## src/rtl/comparator_16bit_d.sv

```systemverilog
// Purpose : registered magnitude comparator producing one-hot greater/less/equal flags.
// Latency : 2 clocks (nibble compare, then MSB-first priority merge); one result per clock.
// Backpr. : none; in_valid bubbles flow through as out_valid=0 while the flags hold.
//
// Ports:
//   clk        rising-edge clock
//   rst        asynchronous active-high reset; clears every pipeline register
//   in_valid   a/b qualify this cycle
//   a, b       WIDTH-bit operands (WIDTH a multiple of 4, 4..64)
//   out_valid  greater/less/equal carry a new result this cycle
//   greater    a > b
//   less       a < b
//   equal      a == b
//
// Build option: define COMPARATOR_SIGNED_EN to compare the operands as two's complement.
module comparator_16bit_d #(
  parameter int WIDTH = 16
) (
  input  logic             clk,
  input  logic             rst,
  input  logic             in_valid,
  input  logic [WIDTH-1:0] a,
  input  logic [WIDTH-1:0] b,
  output logic             out_valid,
  output logic             greater,
  output logic             less,
  output logic             equal
);

  localparam int NIB = WIDTH / 4;

  // Stage-1 pipeline word: per-nibble gt/lt vectors plus the qualifier.
  typedef struct packed {
    logic           vld;
    logic [NIB-1:0] gt;
    logic [NIB-1:0] lt;
  } s1_t;

  logic [WIDTH-1:0] a_cmp;
  logic [WIDTH-1:0] b_cmp;
  logic [NIB-1:0]   gt_nib;
  logic [NIB-1:0]   lt_nib;
  s1_t              s1_q;
  logic             dec_gt;
  logic             dec_lt;

  // Operand conditioning ahead of the nibble compare.
  always_comb begin
    a_cmp = a;
    b_cmp = b;
`ifdef COMPARATOR_SIGNED_EN
    // Flipping the sign bit maps two's complement order onto unsigned order,
    // so only the top nibble needs touching; lower nibbles stay unsigned.
    a_cmp[WIDTH-1] = ~a[WIDTH-1];
    b_cmp[WIDTH-1] = ~b[WIDTH-1];
`else
    a_cmp[WIDTH-1] = a[WIDTH-1];
    b_cmp[WIDTH-1] = b[WIDTH-1];
`endif
  end

  // Stage 1: independent 4-bit compares per nibble.
  always_comb begin
    gt_nib = '0;
    lt_nib = '0;
    for (int i = 0; i < NIB; i++) begin
      gt_nib[i] = a_cmp[4*i +: 4] > b_cmp[4*i +: 4];
      lt_nib[i] = a_cmp[4*i +: 4] < b_cmp[4*i +: 4];
    end
  end

  always_ff @(posedge clk or posedge rst) begin
    if (rst) begin
      s1_q <= '0;
    end else begin
      s1_q.vld <= in_valid;
      s1_q.gt  <= gt_nib;
      s1_q.lt  <= lt_nib;
    end
  end

  // Stage 2: priority merge. Scanning upward and letting each differing
  // nibble overwrite the decision leaves the most significant one in charge.
  always_comb begin
    dec_gt = 1'b0;
    dec_lt = 1'b0;
    for (int i = 0; i < NIB; i++) begin
      if (s1_q.gt[i]) begin
        dec_gt = 1'b1;
        dec_lt = 1'b0;
      end else if (s1_q.lt[i]) begin
        dec_gt = 1'b0;
        dec_lt = 1'b1;
      end
    end
  end

  // Output registers; flags only load on a valid slot so they hold through bubbles.
  always_ff @(posedge clk or posedge rst) begin
    if (rst) begin
      out_valid <= 1'b0;
      greater   <= 1'b0;
      less      <= 1'b0;
      equal     <= 1'b0;
    end else begin
      out_valid <= s1_q.vld;
      if (s1_q.vld) begin
        greater <= dec_gt;
        less    <= dec_lt;
        equal   <= ~(dec_gt | dec_lt);
      end
    end
  end

endmodule

```

## config.mk

```make
export PLATFORM = sky130hd
export DESIGN_NAME = comparator_16bit_d
export DESIGN_NICKNAME = d
export VERILOG_FILES = /design/src/rtl/comparator_16bit_d.sv
export SDC_FILE = /design/constraint.sdc
export NUM_CORES = 1
export LEC_CHECK = 0
export BUFFER_PORTS_ARGS = -buffer_cell sky130_fd_sc_hd__buf_2
export CORE_MARGIN = 5
export CORE_UTILIZATION = 25
export CTS_CLUSTER_DIAMETER = 60
export DETAILED_ROUTE_END_ITERATION = 12
export GPL_TIMING_DRIVEN = 0
export SLEW_MARGIN = 10
export SYNTH_ARGS = -nofsm -noshare
export SYNTH_HDL_FRONTEND = slang
export SYNTH_SLANG_ARGS = --single-unit
```

## constraint.sdc

```tcl
create_clock -name clk -period 1.1 [get_ports clk]
set_input_delay 0.11 -clock clk [delete_from_list [all_inputs] [get_ports clk]]
set_output_delay 0.11 -clock clk [all_outputs]
set_load 0.1 [all_outputs]
```

# After elaboration in Yosys (flattened, before gate mapping)
# Index checks and enable logic that the tools add are counted.
# classes
mux,15
n_lt_le_gt_ge,8
bitwise,2
# op_table
op,n
$gt A4 B4 Y1,4
$lt A4 B4 Y1,4
$mux W1,15
$not A1 Y1,1
$or A1 B1 Y1,1
# totals
wordCells,32
inputBits,35
out_inout_bits,4
regBits,13

# Longest topological paths before layout
# depth
word_depth,10
ltp_mapped,5
mapped_depth_nobuf,5

# Worst setup path after synthesis
# Ideal clock, no wire load.
# synth_path
path_kind,register to register
startpoint,"reg, netlist name equal"
endpoint,reg equal
slack_ns,-0.099
required_time_ns,0.977
path_buffers,0
period_less_slack_ns,1.199
setup_time_ns,0.123
stages_incl_launch_ff,2
t_arrival_ns,1.076
cell_sequence,dfrtp_1 > a32o_1
# synth_lines
item,line,rtl
to (signal assigned),110,equal <= ~(dec_gt | dec_lt);
to (decl),27,output logic equal

# Worst setup path after layout
# layout_path
startpoint,reg equal
endpoint,out equal
# No word-level cell between the ends.

==> results_dict.tcl <==
set metrics [dict create \
    outcome "finished clean" \
    first_pass_iters 2 \
    grt_setup_unrepaired "false" \
    drv_slew 0 \
    final_common_cell "buf_2" \
    final.setup.tns_ns 0 \
    internal-power_uw 845 \
    avgSynthCellArea_sq_um 9.50 \
    power_density_nw_per_um2 1120 \
    ant_nets 0 \
    netlist_instances 88 \
    drc 0 \
    die_y_um 67.8 \
    clkTransAtPathRegs_ns 0.08 \
    gp_routability_congestion 0.780 \
    clk_latency_ns 0.27 \
    hold_violations 0 \
    pre_cts_ws_ns 0.0700 \
    ctsHtreeMaxLevel 1 \
    cp_top_family "flip-flops" \
    start_util 0.254 \
    nNetsFinal 184 \
    critical-path-max-stage-delay_ns 0.36 \
    crit_type "reg2out" \
    path_buf_inv 1 \
    port_buffers 38 \
    syn-cell-area_sq_um 836 \
    hold_class "in2reg" \
    grt_overflow 0 \
    netSwitchingPower_uw 434 \
    fin_ws_ns 0.0660 \
    finalWirelength_um 1640 \
    sw_frac_of_total 0.339 \
    coreArea_sq_um 3280 \
    crit_chain "buf_4" \
    ys_seq_elements 13 \
    reg2reg_from "s1_q[3]$_DFF_PP0_" \
    slew_headroom 0.702 \
    drt_iter0_drc 24 \
    min_period_ns 1.03 \
    worst-path-stages 1 \
    syn_nets 139 \
    finalClockSkew_ns 0.00340 \
    drv_cap 0 \
    comb_power_share 0.335 \
    grt_pass1_wl_um 2880 \
    via_per_inst 4.11 \
    tightest_slew_ns 0.446 \
    ir_drop_uv 387 \
    num_antenna_cells 0 \
    hpwl_um 1510 \
    ys_types 14 \
    start_kind "flip-flop" \
    rrSetupSlack_ns 0.10 \
    timing.rr.end "less$_DFFE_PP0P_" \
    cts_tree "done" \
    wl_per_cell_um 9.20 \
    power_frac_seq 0.443 \
    holdPathStages 4 \
    end_kind "output port" \
    synthToLayoutAreaGrowth_pct 37.0 \
    timing.critical_path.fanout_max 2 \
    ys_warn_count 0 \
    drive_above_1_share 0.348 \
    first_global_vias 753 \
    finalSetupViolCount 0 \
    via_count 732 \
    clkPwrFrac 0.222 \
    min_to "s1_q[5]$_DFF_PP0_" \
    cts_num_sinks 13 \
    ios 39 \
    cp.arrival_ns 0.92 \
    ys_seq_area_frac 0.389 \
    track_usage 0.0804 \
    dieArea_sq_um 4600 \
    period_share 0.940 \
    grt_max_degree 14 \
    antenna_found_initial 0 \
    fmax_mhz 967 \
    rows 21 \
    cts-buffers-inserted 3 \
    layout_common_cells "buf_2 (34), inv_1 (19), ha_1 (16)" \
    clk_path_buf_depth 2 \
    r2r_cells 3 \
    p_leak_uw 0.000648 \
    die-width_um 67.8 \
    root_buffer "clkbuf_4" \
    min_from "b[4]" \
    critPathRequiredTime_ns 0.99 \
    cpMaxStageDelayCell "dfrtp_2" \
]
through the flow:
step	instances	util	hold slack [ns]	cell area, sq um	power [uW]
2_1_floorplan	88	-	-0.0132	840	873
3_3_place_gp	172	0.331	0.130	1090	980
3_5_place_dp	172	0.331	0.140	1090	996
4_1_cts	178	0.349	0.230	1140	1300
5_1_grt	178	0.349	0.245	1140	1380
6_report	178	0.349	0.239	1140	1280
per-layer routing:
layer  part of all wire  track usage
met1               0.38       0.0875
met2               0.55        0.148
met3              0.071       0.0263
met4             0.0049       0.0223
met5                  0            0
how the worst max path moves through the flow:
stage	startpoint	to	slack, ns
finish	equal$_DFFE_PP0P_	equal	0.07
floorplan	out_valid$_DFF_PP0_	out_valid	0.11
detailed placement	s1_q[3]$_DFF_PP0_	less$_DFFE_PP0P_	0.07
global placement	s1_q[3]$_DFF_PP0_	less$_DFFE_PP0P_	0.07
CTS	equal$_DFFE_PP0P_	equal	0.06
global route	greater$_DFFE_PP0P_	greater	0.03
logic make-up (layout without fill, tap and decap cells):
logic type	count (synthesis)	count (layout)	synth area share
simple gates	23	23	0.133
buf+inv	19	63	0.0853
compound gates	17	17	0.153
fa+ha+maj	16	16	0.240
flops	13	13	0.389
state kept, by name (all words and copies together), names as in the netlist:
name       flops
equal          1
greater        1
less           1
out_valid      1
s1_q           9
layout make-up:
cell class,count,area [sq um]
Clock inverter,1,5.00
Multi-Input combinational cell,56,439
Timing Repair Buffer,40,220
Clock buffer,3,22.5
Tap cell,46,57.6
Inverter,19,71.3
Fill cell,339,2140
Sequential cell,13,329
power by group through the flow:
stage	clock, uW	combinational (uW)	sequential (uW)
2_1_floorplan	0	175	697
3_3_place_gp	0	405	575
3_5_place_dp	0	420	576
4_1_cts	299	437	567
5_1_grt	323	479	575
6_report	284	429	566
synth_stat cells, drive strengths merged:
cell / instances / area share
and2: 4 / 0.030
ha: 16 / 0.24
o21ai: 1 / 0.0060
dfrtp: 13 / 0.39
a211oi: 1 / 0.015
a2bb2oi: 4 / 0.042
inv: 19 / 0.085
nor2: 4 / 0.018
a32o: 2 / 0.024
nor2b: 5 / 0.037
nor4: 1 / 0.0075
nand2: 9 / 0.040
a21oi: 5 / 0.030
o21bai: 4 / 0.036
what timing repair did:
item / CTS / global route
endpoints found under the setup margin: 4 / 1
buffers inserted: 0 / 0
hold endpoints to repair: 14 / 0
gates cloned: 0 / 0
hold buffers: 2 / 0
gates resized for setup: 4 / 1
Note: power is estimated with default switching activity, not from simulation.
